<file path="src/rtl/goertzel_result_packer_if.sv">
// Stream bundle (data, valid, ready) shared by the packer's input and output.
// Latency: none, wires only.
// Backpressure: tready flows from slave to master.
interface goertzel_result_packer_if #(
    parameter int W = 40
);
    logic [W-1:0] tdata;
    logic         tvalid;
    logic         tready;

    modport master (output tdata, output tvalid, input tready);
    modport slave  (input tdata, input tvalid, output tready);
endinterface

</file>
<file path="src/rtl/goertzel_result_packer.sv">
// Rounds/saturates Goertzel {re,im}, adds power, seq and timestamp, queues 128-bit beats.
// Latency: 3 pipeline stages plus FIFO write; first beat valid 4 cycles after input.
// Backpressure: never stalls upstream; when the FIFO is full without a pop the result is dropped and counted.
module goertzel_result_packer #(
    parameter int OW         = 20,
    parameter int FW         = 16,
    parameter int ADC_WIDTH  = 128,
    parameter int FIFO_DEPTH = 4
) (
    input  logic                            i_clk,
    input  logic                            i_rst,
    goertzel_result_packer_if.slave         s_axis,
    goertzel_result_packer_if.master        m_axis,
    output logic [15:0]                     o_drop_count,
    output logic                            o_overflow
);
    localparam int SH = OW - FW;
    localparam int AW = $clog2(FIFO_DEPTH);
    localparam logic signed [OW:0] RND  = (OW+1)'(2 ** (SH - 1));
    localparam logic signed [OW:0] MAXV = (OW+1)'(2 ** (FW - 1) - 1);
    localparam logic signed [OW:0] MINV = -MAXV - (OW+1)'(1);
    localparam logic [AW:0]        FULL = (AW+1)'(FIFO_DEPTH);

    // Round half up (toward +inf), then clamp to the FW-bit two's complement range.
    function automatic logic signed [FW-1:0] rnd_sat(input logic signed [OW-1:0] x);
        logic signed [OW:0] sum;
        logic signed [OW:0] shf;
        logic signed [FW-1:0] res;
        sum = {x[OW-1], x} + RND;
        shf = sum >>> SH;
        if (shf > MAXV) begin
            res = MAXV[FW-1:0];
        end else if (shf < MINV) begin
            res = MINV[FW-1:0];
        end else begin
            res = shf[FW-1:0];
        end
        return res;
    endfunction

    logic [31:0] seq;
    logic [31:0] ts;

    logic                 s1_vld;
    logic signed [OW-1:0] s1_re, s1_im;
    logic [31:0]          s1_seq, s1_ts;

    logic                 s2_vld;
    logic signed [FW-1:0] s2_re, s2_im;
    logic [31:0]          s2_seq, s2_ts;

    logic                 s3_vld;
    logic [ADC_WIDTH-1:0] s3_beat;

    logic signed [2*FW-1:0] re_ext, im_ext;
    logic [2*FW-1:0]        re_sq, im_sq;
    logic [31:0]            power;

    logic [ADC_WIDTH-1:0] mem [FIFO_DEPTH];
    logic [AW-1:0]        wr_ptr, rd_ptr;
    logic [AW:0]          count;
    logic                 fifo_vld, pop, push, drop;

    assign s_axis.tready = 1'b1;

    // Free-running timestamp and result sequence number (seq counts dropped results too).
    always_ff @(posedge i_clk) begin
        if (i_rst) begin
            ts  <= '0;
            seq <= '0;
        end else begin
            ts  <= ts + 32'd1;
            seq <= seq + {31'b0, s_axis.tvalid};
        end
    end

    // S1: capture raw result with its tags.
    always_ff @(posedge i_clk) begin
        if (i_rst) begin
            s1_vld <= 1'b0;
            s1_re  <= '0;
            s1_im  <= '0;
            s1_seq <= '0;
            s1_ts  <= '0;
        end else begin
            s1_vld <= s_axis.tvalid;
            s1_re  <= s_axis.tdata[2*OW-1:OW];
            s1_im  <= s_axis.tdata[OW-1:0];
            s1_seq <= seq;
            s1_ts  <= ts;
        end
    end

    // S2: round and saturate both components.
    always_ff @(posedge i_clk) begin
        if (i_rst) begin
            s2_vld <= 1'b0;
            s2_re  <= '0;
            s2_im  <= '0;
            s2_seq <= '0;
            s2_ts  <= '0;
        end else begin
            s2_vld <= s1_vld;
            s2_re  <= rnd_sat(s1_re);
            s2_im  <= rnd_sat(s1_im);
            s2_seq <= s1_seq;
            s2_ts  <= s1_ts;
        end
    end

    // Squares are non-negative and each fits in 2*FW-1 bits, so the sum cannot exceed 2^31.
    assign re_ext = (2*FW)'(s2_re);
    assign im_ext = (2*FW)'(s2_im);
    assign re_sq  = re_ext * re_ext;
    assign im_sq  = im_ext * im_ext;
    assign power  = 32'(re_sq) + 32'(im_sq);

    // S3: compute power and assemble the output beat.
    always_ff @(posedge i_clk) begin
        if (i_rst) begin
            s3_vld  <= 1'b0;
            s3_beat <= '0;
        end else begin
            s3_vld  <= s2_vld;
            s3_beat <= {s2_seq, power, 16'(s2_re), 16'(s2_im), s2_ts};
        end
    end

    // A full FIFO still accepts a write when the head leaves in the same cycle.
    assign fifo_vld = (count != '0);
    assign pop      = fifo_vld && m_axis.tready;
    assign push     = s3_vld && ((count < FULL) || pop);
    assign drop     = s3_vld && !push;

    assign m_axis.tvalid = fifo_vld;
    assign m_axis.tdata  = fifo_vld ? mem[rd_ptr] : '0;

    // FIFO storage; stale contents are masked by the empty check, so no reset is needed.
    always_ff @(posedge i_clk) begin
        if (push) begin
            mem[wr_ptr] <= s3_beat;
        end
    end

    // FIFO pointers, occupancy and drop accounting.
    always_ff @(posedge i_clk) begin
        if (i_rst) begin
            wr_ptr       <= '0;
            rd_ptr       <= '0;
            count        <= '0;
            o_drop_count <= '0;
            o_overflow   <= 1'b0;
        end else begin
            if (push) begin
                wr_ptr <= wr_ptr + 1'b1;
            end
            if (pop) begin
                rd_ptr <= rd_ptr + 1'b1;
            end
            if (push && !pop) begin
                count <= count + 1'b1;
            end else if (pop && !push) begin
                count <= count - 1'b1;
            end
            if (drop) begin
                o_overflow <= 1'b1;
                if (o_drop_count != 16'hFFFF) begin
                    o_drop_count <= o_drop_count + 16'd1;
                end
            end
        end
    end
endmodule

</file>
<file path="src/flat_wrapper.sv">
// flat-port wrapper written by rule: the top's interface ports become plain ports
module goertzel_result_packer_flat 
#(
    parameter int OW         = 20,
    parameter int FW         = 16,
    parameter int ADC_WIDTH  = 128,
    parameter int FIFO_DEPTH = 4
)
  (i_clk, i_rst, o_drop_count, o_overflow, s_axis_tdata, s_axis_tvalid, s_axis_tready, m_axis_tdata, m_axis_tvalid, m_axis_tready);
  goertzel_result_packer_if #(.W(40)) s_axis_i ();
  goertzel_result_packer_if #(.W(128)) m_axis_i ();
  input  logic i_clk;
  input  logic i_rst;
  output logic [15:0] o_drop_count;
  output logic o_overflow;
  input wire logic [$bits(s_axis_i.tdata)-1:0] s_axis_tdata;
  input wire logic [$bits(s_axis_i.tvalid)-1:0] s_axis_tvalid;
  output wire logic [$bits(s_axis_i.tready)-1:0] s_axis_tready;
  output wire logic [$bits(m_axis_i.tdata)-1:0] m_axis_tdata;
  output wire logic [$bits(m_axis_i.tvalid)-1:0] m_axis_tvalid;
  input wire logic [$bits(m_axis_i.tready)-1:0] m_axis_tready;
  assign s_axis_i.tdata = s_axis_tdata;
  assign s_axis_i.tvalid = s_axis_tvalid;
  assign s_axis_tready = s_axis_i.tready;
  assign m_axis_tdata = m_axis_i.tdata;
  assign m_axis_tvalid = m_axis_i.tvalid;
  assign m_axis_i.tready = m_axis_tready;
  goertzel_result_packer #(.OW(OW), .FW(FW), .ADC_WIDTH(ADC_WIDTH), .FIFO_DEPTH(FIFO_DEPTH)) u_core (.i_clk(i_clk), .i_rst(i_rst), .s_axis(s_axis_i), .m_axis(m_axis_i), .o_drop_count(o_drop_count), .o_overflow(o_overflow));
endmodule
</file>
<file path="config.mk">
export PLATFORM = sky130hd
export DESIGN_NAME = goertzel_result_packer_flat
export DESIGN_NICKNAME = d
export VERILOG_FILES = /design/src/rtl/goertzel_result_packer_if.sv /design/src/rtl/goertzel_result_packer.sv /design/src/flat_wrapper.sv
export SDC_FILE = /design/constraint.sdc
export NUM_CORES = 2
export LEC_CHECK = 0
export ABC_AREA = 1
export CAP_MARGIN = 10
export CORE_ASPECT_RATIO = 0.8
export CORE_UTILIZATION = 38
export DETAILED_ROUTE_END_ITERATION = 10
export SYNTH_ARGS = -nofsm -noshare
export SYNTH_HDL_FRONTEND = slang
export SYNTH_SLANG_ARGS = --single-unit
</file>
<file path="constraint.sdc">
create_clock -name i_clk -period 8.85 [get_ports i_clk]
set_clock_uncertainty 0.2 [all_clocks]
set_input_delay 0.885 -clock i_clk [delete_from_list [all_inputs] [get_ports i_clk]]
set_output_delay 0.885 -clock i_clk [all_outputs]
set_load 0.02 [all_outputs]
</file>
==> impl_metrics.json <==
{
  "gr-usage-all-layers_pct": 17.64,
  "cp_slowest_cell": "dfxtp_1",
  "hold_viol": 0,
  "worst_slack_ns": 1.261,
  "powerDensity_nw_per_um2": 248.3,
  "required_ns": 9.27,
  "nNetsFinal": 6076,
  "clk_latency_ns": 0.73,
  "hold_class": "flip-flop to flip-flop",
  "die_x_um": 413.7,
  "yosysSeqAreaShare_pct": 45.97,
  "synth_edf_count": 512,
  "cpMostUsedCell": "fa_1",
  "period_share_pct": 85.75,
  "drive_above_1_share_pct": 5.097,
  "viasPerCell": 4.670,
  "cp-start-kind": "flip-flop",
  "grt_antenna_before_repair": 3,
  "drc_errors": 0,
  "syn_area_per_cell_um2": 9.810,
  "final-seq-area_um2": 23690,
  "place_congestion": 0.8868,
  "setup-tns-final_ns": 0,
  "cts_root_buf": "clkbuf_16",
  "io_buffers": 183,
  "netlist_instances": 5252,
  "dr.pass1.iters": 5,
  "fin_area_um2": 58320,
  "wire_per_inst_um": 16.50,
  "ant_nets": 0,
  "dieArea_um2": 137100,
  "yosysWarnings": 0,
  "vias": 33640,
  "cp_max_fo": 14,
  "cts_hold_buffers": 0,
  "ys.flop_type": "edfxtp_1",
  "relSlewSlack_pct": 23.26,
  "area_delta_synth_final_pct": 13.20,
  "multiInputGateArea_um2": 22950,
  "worst-setup-path-type": "flip-flop to flip-flop",
  "synth_cell_types": 49,
  "placed_area_um2": 55140,
  "final_max_slew_viol_count": 0,
  "num_io_pins": 191,
  "ir_drop_v": 0.0002869,
  "dp_hpwl_mm": 83.23,
  "core_um2": 134200,
  "htreeDepth": 3,
  "grt_pass1_wl_mm": 188.8,
  "ctsResizeCount": 0,
  "cts_tree": "yes",
  "p_leak_nw": 25.04,
  "cts_buffers": 92,
  "chipHeight_um": 331.3,
  "syn-num-nets": 5973,
  "clockBufferDepth": 3,
  "final_common_cell": "inv_1",
  "num-fill-cells": 12820,
  "crit_path_cell_trace": "nand2_1, inv_1, fa_1, fa_1, inv_1, fa_1, inv_1, fa_1, fa_1, fa_1, fa_1, inv_1, fa_1, inv_1, ha_1, nand2_1, nor2_1, nand2_1, o21ai_0, a21oi_1, o21ai_0, nor2_1",
  "path_clk_slew_ns": 0.06,
  "grt-ovfl-total": 0,
  "setup_viol": 0,
  "ys_ff_latch": 927,
  "dr.first_iter.drc_count": 2178,
  "critPathMaxStageDelay_ns": 0.63,
  "outcome": "completed",
  "worst_pin_slew_ns": 1.151,
  "cp.arrival_ns": 8.01,
  "antennaDiodeCount": 0,
  "initial_core_util_pct": 38.38,
  "synth.cell_area_um2": 51520,
  "drv_cap": 0,
  "cp-end-kind": "flip-flop",
  "cts_setup_buffers": 0,
  "fmax_mhz": 131.8,
  "placementRows": 120,
  "dp_slack_ns": 1.257,
  "grt_max_degree": 181,
  "cts.sinks": 927,
  "routed_wl_mm": 118.9,
  "period_minus_slack_ns": 7.589,
  "grt_setup_unrepaired": "false",
  "grt_pass1_vias": 33600,
  "final_cell_mix": "inv_1 (1,076), nor2_1 (932), fa_1 (520), edfxtp_1 (512), nand2_1 (496)",
  "synthArstFlopShare_pct": 0
}
## worst max-delay path: cells and delay by family (launching register included)
kind	cells	cell delay [ns]
DFF	1	0.63
buffers and inverters	5	0.79
and+or+nand+nor	5	0.76
adders and majority gates	9	4.41
AOI/OAI and AO/OA	3	0.67
## cell families (layout without fill, tap and decap cells)
group           after synthesis  in the layout  share of synthesized area, %
xor+xnor                     45             45                        0.7941
fa+ha+maj                   677            677                         24.02
other cells                   2              2                       0.01458
flops                       927            927                         45.97
compound gates              637            637                         6.436
simple gates               1666           1666                         13.22
buf+inv                    1298           1481                         9.554
## cell usage after synthesis, types with 29 or more instances
library cell  instances  area share (%)
a21oi_1             253             2.5
clkbuf_1            173             1.3
dfxtp_1             415              16
edfxtp_1            512              30
fa_1                520              20
ha_1                157             3.8
inv_1              1079             7.9
nand2_1             496             3.6
nand3_1              53            0.51
nand4_1              35            0.42
nor2_1              936             6.8
nor3_1               60            0.58
o21ai_0             331             3.2
xor2_1               29            0.49
## through the flow
step,util (%),power [mW],hold slack [ns],cells
6_report,43.45,14.48,0.1759,7204
5_1_grt,43.45,15.43,0.1955,7204
4_1_cts,43.45,14.63,0.1792,7204
3_5_place_dp,41.08,10.59,0.1926,7030
3_3_place_gp,41.08,10.58,0.1906,7030
2_1_floorplan,-,8.442,0.1883,5252
## layout make-up
type | instances | area share (%)
inverter | 1084 | 6.994
clock inverter | 48 | 0.9719
tap | 1769 | 3.795
sequential | 927 | 40.62
multi-input combinational | 3027 | 39.34
timing repair buffer | 223 | 3.793
clock buffer | 126 | 4.480
## path summary, 6_finish.rpt
| kind | start | end | slack, ns | depth (start not counted) |
|---|---|---|---|---|
| setup / recovery | u_core.s2_im[15] | u_core.s3_beat[86] | 1.26 | 22 |
| hold / removal | u_core.s1_seq[15] | u_core.s2_seq[15] | 0.18 | 2 |
| setup reg to reg | u_core.s2_im[15] | u_core.s3_beat[86] | 1.26 | 22 |
| hold reg to reg | u_core.s1_seq[15] | u_core.s2_seq[15] | 0.18 | 2 |
## routing by layer
layer,GRT usage (%),part of all wire (%)
met5,0,0
met4,5.935,2.9
met3,2.860,5.5
met2,27.70,46
met1,24.72,46
## power by group
| group | switching (mW) | internal, mW | leakage (nW) |
|---|---|---|---|
| combinational | 3.61 | 2.02 | 15.4 |
| clock | 1.71 | 2.28 | 1.54 |
| sequential | 0.160 | 4.70 | 8.10 |
## registers in the layout, indices dropped and copies added (netlist names), named ones only
name / flops
u_core.o_overflow: 1
u_core.ts: 32
u_core.s1_vld: 1
u_core.s2_re: 16
u_core.o_drop_count: 16
u_core.s1_ts: 32
u_core.s1_re: 17
u_core.seq: 32
u_core.count: 3
u_core.s3_vld: 1
u_core.wr_ptr: 2
u_core.s2_im: 16
u_core.rd_ptr: 2
u_core.mem: 512
u_core.s1_im: 17
u_core.s2_seq: 32
u_core.s2_vld: 1
u_core.s1_seq: 32
u_core.s2_ts: 32
u_core.s3_beat: 128
Power figures use the tool's default switching activity.
